===== src/rtl/prach_fft_pkg.sv =====
// ---------------------------------------------------------------------------
// prach_fft_pkg
// Shared types for the PRACH FFT front end.
//   SampleWidth   : width of one real or imaginary sample component
//   sample_t      : signed sample component
//   frame_state_e : frame sequencer states
// ---------------------------------------------------------------------------
package prach_fft_pkg;

    localparam int SampleWidth = 18;

    typedef logic signed [SampleWidth-1:0] sample_t;

    typedef enum logic {
        IDLE = 1'b0,
        RUN  = 1'b1
    } frame_state_e;

endpackage


===== src/rtl/delay.sv =====
// ---------------------------------------------------------------------------
// delay
// Generic fixed-latency pipeline delay.
//   clk   : clock
//   rst_n : asynchronous active-low reset (tie high for pure data paths)
//   din   : input word, WIDTH bits
//   dout  : din delayed by DELAY clock cycles (DELAY >= 1)
// ---------------------------------------------------------------------------
module delay #(
    parameter int WIDTH = 36,
    parameter int DELAY = 2
) (
    input  logic             clk,
    input  logic             rst_n,
    input  logic [WIDTH-1:0] din,
    output logic [WIDTH-1:0] dout
);

    logic [DELAY-1:0][WIDTH-1:0] pipe;

    // Plain shift chain: stage 0 takes the input, every later stage takes
    // its predecessor, and the last stage is the output.
    always_ff @(posedge clk or negedge rst_n) begin
        if (!rst_n) begin
            pipe <= '0;
        end else begin
            pipe[0] <= din;
            for (int i = 1; i < DELAY; i++) begin
                pipe[i] <= pipe[i-1];
            end
        end
    end

    assign dout = pipe[DELAY-1];

endmodule


===== src/rtl/prach_ctrl_dly.sv =====
// ---------------------------------------------------------------------------
// prach_ctrl_dly
// Resettable shift register for framing control bits. All intermediate
// stages are exposed so the owner can see whether anything is in flight.
//   clk    : clock
//   rst_n  : asynchronous active-low reset, clears every stage
//   din    : control word in, WIDTH bits
//   dout   : din delayed by DELAY cycles (DELAY >= 1)
//   stages : contents of all DELAY stages, stage DELAY-1 equals dout
// ---------------------------------------------------------------------------
module prach_ctrl_dly #(
    parameter int WIDTH = 2,
    parameter int DELAY = 2
) (
    input  logic                        clk,
    input  logic                        rst_n,
    input  logic [WIDTH-1:0]            din,
    output logic [WIDTH-1:0]            dout,
    output logic [DELAY-1:0][WIDTH-1:0] stages
);

    // Control bits must never carry stale values out of reset, so unlike
    // the data path every stage here is cleared asynchronously.
    always_ff @(posedge clk or negedge rst_n) begin
        if (!rst_n) begin
            stages <= '0;
        end else begin
            stages[0] <= din;
            for (int i = 1; i < DELAY; i++) begin
                stages[i] <= stages[i-1];
            end
        end
    end

    assign dout = stages[DELAY-1];

endmodule


===== src/rtl/prach_fft_frame_ctrl.sv =====
// ---------------------------------------------------------------------------
// prach_fft_frame_ctrl
// Frame sequencer in front of the PRACH radix-2 DIT butterfly chain.
// Checks frame length, gates out samples that arrive outside a frame and
// produces the main and early (ahead) framing strobes for the butterflies.
//   clk, rst_n        : clock, asynchronous active-low reset
//   s_dr, s_di        : input sample (signed real / imaginary)
//   s_dv, s_sop       : input valid, start of frame (qualified by s_dv)
//   dout_dr, dout_di  : sample to the first butterfly, 1+AHEAD cycles late
//   dout_dv, sync_out : gated valid and frame sync, 1+AHEAD cycles late
//   dout_dv_ahead,
//   sync_ahead_out    : gated valid and sync, 1 cycle late
//   err_short         : pulse when a frame is cut short by a new s_sop
//   err_orphan        : pulse per valid sample dropped outside a frame
//   frame_cnt         : completed frame count, wraps
//   busy              : frame in progress or valid sample still in flight
// ---------------------------------------------------------------------------
module prach_fft_frame_ctrl
    import prach_fft_pkg::*;
#(
    parameter int NUM_FFT_LENGTH = 6,
    parameter int AHEAD          = 2
) (
    input  logic                          clk,
    input  logic                          rst_n,
    input  logic signed [SampleWidth-1:0] s_dr,
    input  logic signed [SampleWidth-1:0] s_di,
    input  logic                          s_dv,
    input  logic                          s_sop,
    output logic signed [SampleWidth-1:0] dout_dr,
    output logic signed [SampleWidth-1:0] dout_di,
    output logic                          dout_dv,
    output logic                          sync_out,
    output logic                          dout_dv_ahead,
    output logic                          sync_ahead_out,
    output logic                          err_short,
    output logic                          err_orphan,
    output logic [15:0]                   frame_cnt,
    output logic                          busy
);

    localparam int IdxWidth = $clog2(NUM_FFT_LENGTH + 1);
    localparam logic [IdxWidth-1:0] LastIdxM1 = IdxWidth'(NUM_FFT_LENGTH - 1);

    frame_state_e            state;
    logic [IdxWidth-1:0]     idx;
    logic                    gate_dv;
    logic                    gate_sync;
    logic                    in_dv_q;
    logic                    in_sync_q;
    logic [2*SampleWidth-1:0] in_data_q;
    logic [2*SampleWidth-1:0] dly_data;
    logic [1:0]              dly_ctrl;
    logic [AHEAD-1:0][1:0]   ctrl_stages;

    // Gating decision for the current input. A start marker is always
    // accepted (as a fresh start or as a restart); a plain sample only
    // while a frame is running.
    always_comb begin
        gate_dv   = 1'b0;
        gate_sync = 1'b0;
        if (s_dv) begin
            if (s_sop) begin
                gate_dv   = 1'b1;
                gate_sync = 1'b1;
            end else if (state == RUN) begin
                gate_dv = 1'b1;
            end
        end
    end

    // Frame sequencer with its registered status outputs. The sample that
    // completes a frame returns the machine to IDLE, so a start marker on
    // the very next valid sample begins a new frame with no gap.
    always_ff @(posedge clk or negedge rst_n) begin
        if (!rst_n) begin
            state      <= IDLE;
            idx        <= '0;
            frame_cnt  <= '0;
            err_short  <= 1'b0;
            err_orphan <= 1'b0;
        end else begin
            err_short  <= s_dv & s_sop & (state == RUN);
            err_orphan <= s_dv & ~s_sop & (state == IDLE);
            if (s_dv) begin
                case (state)
                    IDLE: begin
                        if (s_sop) begin
                            idx   <= IdxWidth'(1);
                            state <= RUN;
                        end
                    end
                    RUN: begin
                        if (s_sop) begin
                            idx <= IdxWidth'(1);
                        end else if (idx == LastIdxM1) begin
                            idx       <= '0;
                            state     <= IDLE;
                            frame_cnt <= frame_cnt + 16'd1;
                        end else begin
                            idx <= idx + 1'b1;
                        end
                    end
                    default: begin
                        state <= IDLE;
                        idx   <= '0;
                    end
                endcase
            end
        end
    end

    // Input register for the gated control bits. Both the ahead and the
    // main strobes come from these two flops, so they cannot disagree.
    always_ff @(posedge clk or negedge rst_n) begin
        if (!rst_n) begin
            in_dv_q   <= 1'b0;
            in_sync_q <= 1'b0;
        end else begin
            in_dv_q   <= gate_dv;
            in_sync_q <= gate_sync;
        end
    end

    // Input register for the sample itself; data is don't-care whenever
    // the matching valid is low, so it carries no reset.
    always_ff @(posedge clk) begin
        in_data_q <= {s_dr, s_di};
    end

    assign dout_dv_ahead  = in_dv_q;
    assign sync_ahead_out = in_sync_q;

    prach_ctrl_dly #(
        .WIDTH (2),
        .DELAY (AHEAD)
    ) u_ctrl_dly (
        .clk    (clk),
        .rst_n  (rst_n),
        .din    ({in_sync_q, in_dv_q}),
        .dout   (dly_ctrl),
        .stages (ctrl_stages)
    );

    delay #(
        .WIDTH (2 * SampleWidth),
        .DELAY (AHEAD)
    ) u_data_dly (
        .clk   (clk),
        .rst_n (1'b1),
        .din   (in_data_q),
        .dout  (dly_data)
    );

    assign dout_dv  = dly_ctrl[0];
    assign sync_out = dly_ctrl[1];

    // The unreset data path is masked with the valid so the sample outputs
    // read zero during and right after reset instead of leaking old data.
    assign dout_dr = dout_dv ? dly_data[2*SampleWidth-1:SampleWidth] : '0;
    assign dout_di = dout_dv ? dly_data[SampleWidth-1:0] : '0;

    // A sync bit is only ever set together with its valid bit, so OR-ing
    // every bit of every control stage is the same as OR-ing the valids.
    assign busy = (state == RUN) | in_dv_q | (|ctrl_stages);

endmodule

===== config.mk =====
export PLATFORM = sky130hd
export DESIGN_NAME = prach_fft_frame_ctrl
export DESIGN_NICKNAME = d
export VERILOG_FILES = /design/src/rtl/prach_fft_pkg.sv /design/src/rtl/delay.sv /design/src/rtl/prach_ctrl_dly.sv /design/src/rtl/prach_fft_frame_ctrl.sv
export SDC_FILE = /design/constraint.sdc
export NUM_CORES = 1
export LEC_CHECK = 0
export CORE_MARGIN = 5
export CORE_UTILIZATION = 41
export DETAILED_ROUTE_END_ITERATION = 8
export PLACE_DENSITY_LB_ADDON = 0.2
export SKIP_CTS_REPAIR_TIMING = 1
export SLEW_MARGIN = 30
export SYNTH_ARGS = -nofsm -noshare
export SYNTH_HDL_FRONTEND = slang
export SYNTH_SLANG_ARGS = --single-unit
export TNS_END_PERCENT = 100

===== constraint.sdc =====
create_clock -name clk -period 2.2 [get_ports clk]
set_input_delay 0.66 -clock clk [delete_from_list [all_inputs] [get_ports clk]]
set_output_delay 0.66 -clock clk [all_outputs]
set_load 0.005 [all_outputs]

==> results_dict.tcl <==
set metrics [dict create \
    grt.total_usage_pct 12.8 \
    cp_common_cell "buf_4" \
    crit_required_ns 1.54 \
    die_w_um 103 \
    min_from "u_data_dly.pipe[26]" \
    grt_start_max_net_pins 38 \
    yosysSeqAreaShare_pct 80.0 \
    r2r_start "idx[1]" \
    n_antenna_cell 0 \
    clockBufferDepth 2 \
    io_buffers 98 \
    ir_worst_vdd_uv 545 \
    fin_skew_ns 0.0135 \
    min_path_type "register to register" \
    powerDensity_nw_per_um2 1040 \
    dp_hpwl_um 4240 \
    slowest_delay_ns 0.42 \
    final.min_clock_period_ns 2.36 \
    grt_overflow 0 \
    ys.flop_type "dfxtp_1" \
    drc_errors 0 \
    htree_levels 4 \
    pre_cts_slack_ns -0.0821 \
    worstPathMaxFanout 4 \
    detailroute.via_count 2193 \
    synthArstFlopShare_pct 20.6 \
    io_pins 99 \
    fillCellCount 671 \
    viasPerCell 4.29 \
    violations "negative setup slack" \
    synth_area_leader_cell "dfxtp_1" \
    synthTopCellsByArea "dfxtp_1, dfrtp_1, and2_1" \
    cts_sinks 136 \
    synthDistinctLibCells 27 \
    drt_iter0_markers 35 \
    synth_area_um2 3580 \
    setup.worst_path.start_class "register" \
    wl_um 7370 \
    syn_to_final_growth_pct 54.4 \
    hold_depth 0 \
    cp_num_buf_inv 5 \
    synth_top_area_share_pct 60.4 \
    critical_path_class "register to output port" \
    yosysMostFrequentCell "dfxtp_1" \
    initial_core_util_pct 41.6 \
    hold_path_end "u_data_dly.dout[26]" \
    ys_seq_elements 136 \
    synth.cells.most_frequent "dfxtp_1, and2_1, dfrtp_1" \
    setup_tns_ns -1.26 \
    path_cells "buf_6 -> buf_4 -> clkbuf_16 -> buf_4 -> and2_1 -> clkbuf_2" \
    ant_nets 0 \
    crit_arrival_ns 1.70 \
    end_kind "output port" \
    r2r_end "frame_cnt[8]" \
    synth_edf_count 0 \
    die_h_um 103 \
    clkLatencyLatePin_ns 0.51 \
    power_leakage_nw 2.58 \
    cts_root_buf "clkbuf_8" \
    antenna_found_initial 0 \
    slew_viol_final 0 \
    relSlewSlack_pct 76.1 \
    worst_slack_ns -0.161 \
    cts_tree "built" \
    post-route-period-util_pct 107 \
    synth_cells 247 \
    nets 431 \
    setup_violations 17 \
    post_drt_wl_per_cell_um 14.4 \
    grt_pass1_wl_um 9870 \
    clk_pin_slew_ns 0.07 \
    r2r_slack_ns 0.51 \
    numCtsBuffers 17 \
    ys_warn_count 0 \
    critPathTopFamily "buffers and inverters" \
    worst_pin_slew_ns 0.359 \
    clock.fmax_mhz 424 \
    synth_nets 288 \
    grt_pass1_vias 2048 \
    cap_violations 0 \
    timing.final.hold_violations 0 \
    reg2reg_depth 4 \
    cp_slowest_cell "dfrtp_2" \
    gp_congestion 0.808 \
    status "finished with violations" \
    rsz0062_at_grt "true" \
    syn-mean-instance-area_um2 14.5 \
    core_area_um2 8590 \
    dr.pass1.iters 4 \
    die-area_um2 10700 \
    rows 34 \
    final_layout_size_suffix_gt1_share_pct 26.8 \
]
## registers in the layout, indices dropped and copies added, names as in the netlist, 2 cells and up
| signal | count |
|---|---|
| u_ctrl_dly.stages | 2 |
| in_data_q | 36 |
| frame_cnt | 16 |
| u_data_dly.pipe | 36 |
| u_data_dly.dout | 36 |
| idx | 3 |
| u_ctrl_dly.dout | 2 |
## final cells by class
cell class                      count  area, um2  share of cell area (%)
Clock buffer                       18        428                    7.74
Clock inverter                     14        126                    2.29
Inverter                            3       11.3                   0.204
Multi-Input combinational cell    105        717                    13.0
Sequential cell                   136       2870                    51.9
Tap cell                          108        135                    2.45
Timing Repair Buffer              127       1240                    22.4
## metrics by stage
| step | total power (W) | std cells | hold WS (ns) | instance area, um2 | util [%] |
|---|---|---|---|---|---|
| global route | 0.00600 | 511 | 0.331 | 5530 | 64.3 |
| floorplan | 0.00286 | 247 | 0.310 | 3580 | - |
| global placement | 0.00314 | 457 | 0.310 | 4750 | 55.3 |
| CTS | 0.00574 | 489 | 0.322 | 5300 | 61.7 |
| finish | 0.00575 | 511 | 0.313 | 5530 | 64.3 |
| detailed placement | 0.00315 | 457 | 0.312 | 4750 | 55.3 |
## metal layers
metal  track usage (%)  up-vias  part of all wire, %
met5                 0        -                    0
li1                  -     1090                    -
met2              20.4       70                   52
met1              14.1     1025                   41
met4              7.17        0                 0.81
met3              6.04        8                  6.6
## kinds of logic after synthesis
kind of cell,after synthesis,synth area share (%)
multiplexers,2,0.629
flip-flops,136,80.0
AO/OA/AOI/OAI,5,1.05
AND/OR/NAND/NOR,82,13.7
buffers and inverters,6,0.629
XOR/XNOR,15,3.67
adder cells (fa/ha/maj),1,0.350
## layout by cell type (no fill, tap or decap), drive strengths merged
master / count
o21ai: 1
or2: 1
clkinvlp: 2
nor4: 2
ha: 1
nand3: 6
and3: 1
xnor2: 8
a22o: 1
clkinv: 3
mux2: 2
inv: 12
dfxtp: 108
nand4b: 1
or4: 1
nor3b: 1
nor3: 7
and2: 37
nand4: 3
dlymetal6s2s: 15
xor2: 7
or2b: 1
o21a: 2
buf: 29
clkdlybuf4s50: 60
nand2: 12
nor2: 8
nand2b: 1
dfrtp: 28
a21o: 1
clkbuf: 41
## worst max path at each step
stage / from / cells after the start / slack [ns] / end
5_1_grt: u_ctrl_dly.dout[0] / 6 / -0.23 / dout_di[8]
6_report: u_ctrl_dly.dout[0] / 6 / -0.16 / dout_di[8]
2_1_floorplan: s_sop / 4 / 0.43 / frame_cnt[7]
3_5_place_dp: s_dv / 5 / -0.08 / frame_cnt[8]
4_1_cts: u_ctrl_dly.dout[0] / 3 / -0.28 / dout_di[10]
3_3_place_gp: s_dv / 5 / -0.04 / frame_cnt[11]
## power breakdown
part	internal (W)	switching, W
combinational	0.000312	0.000163
clock	0.00146	0.00112
sequential	0.00262	0.0000733
total	0.00440	0.00135
Note: power is estimated with default switching activity, not from simulation.
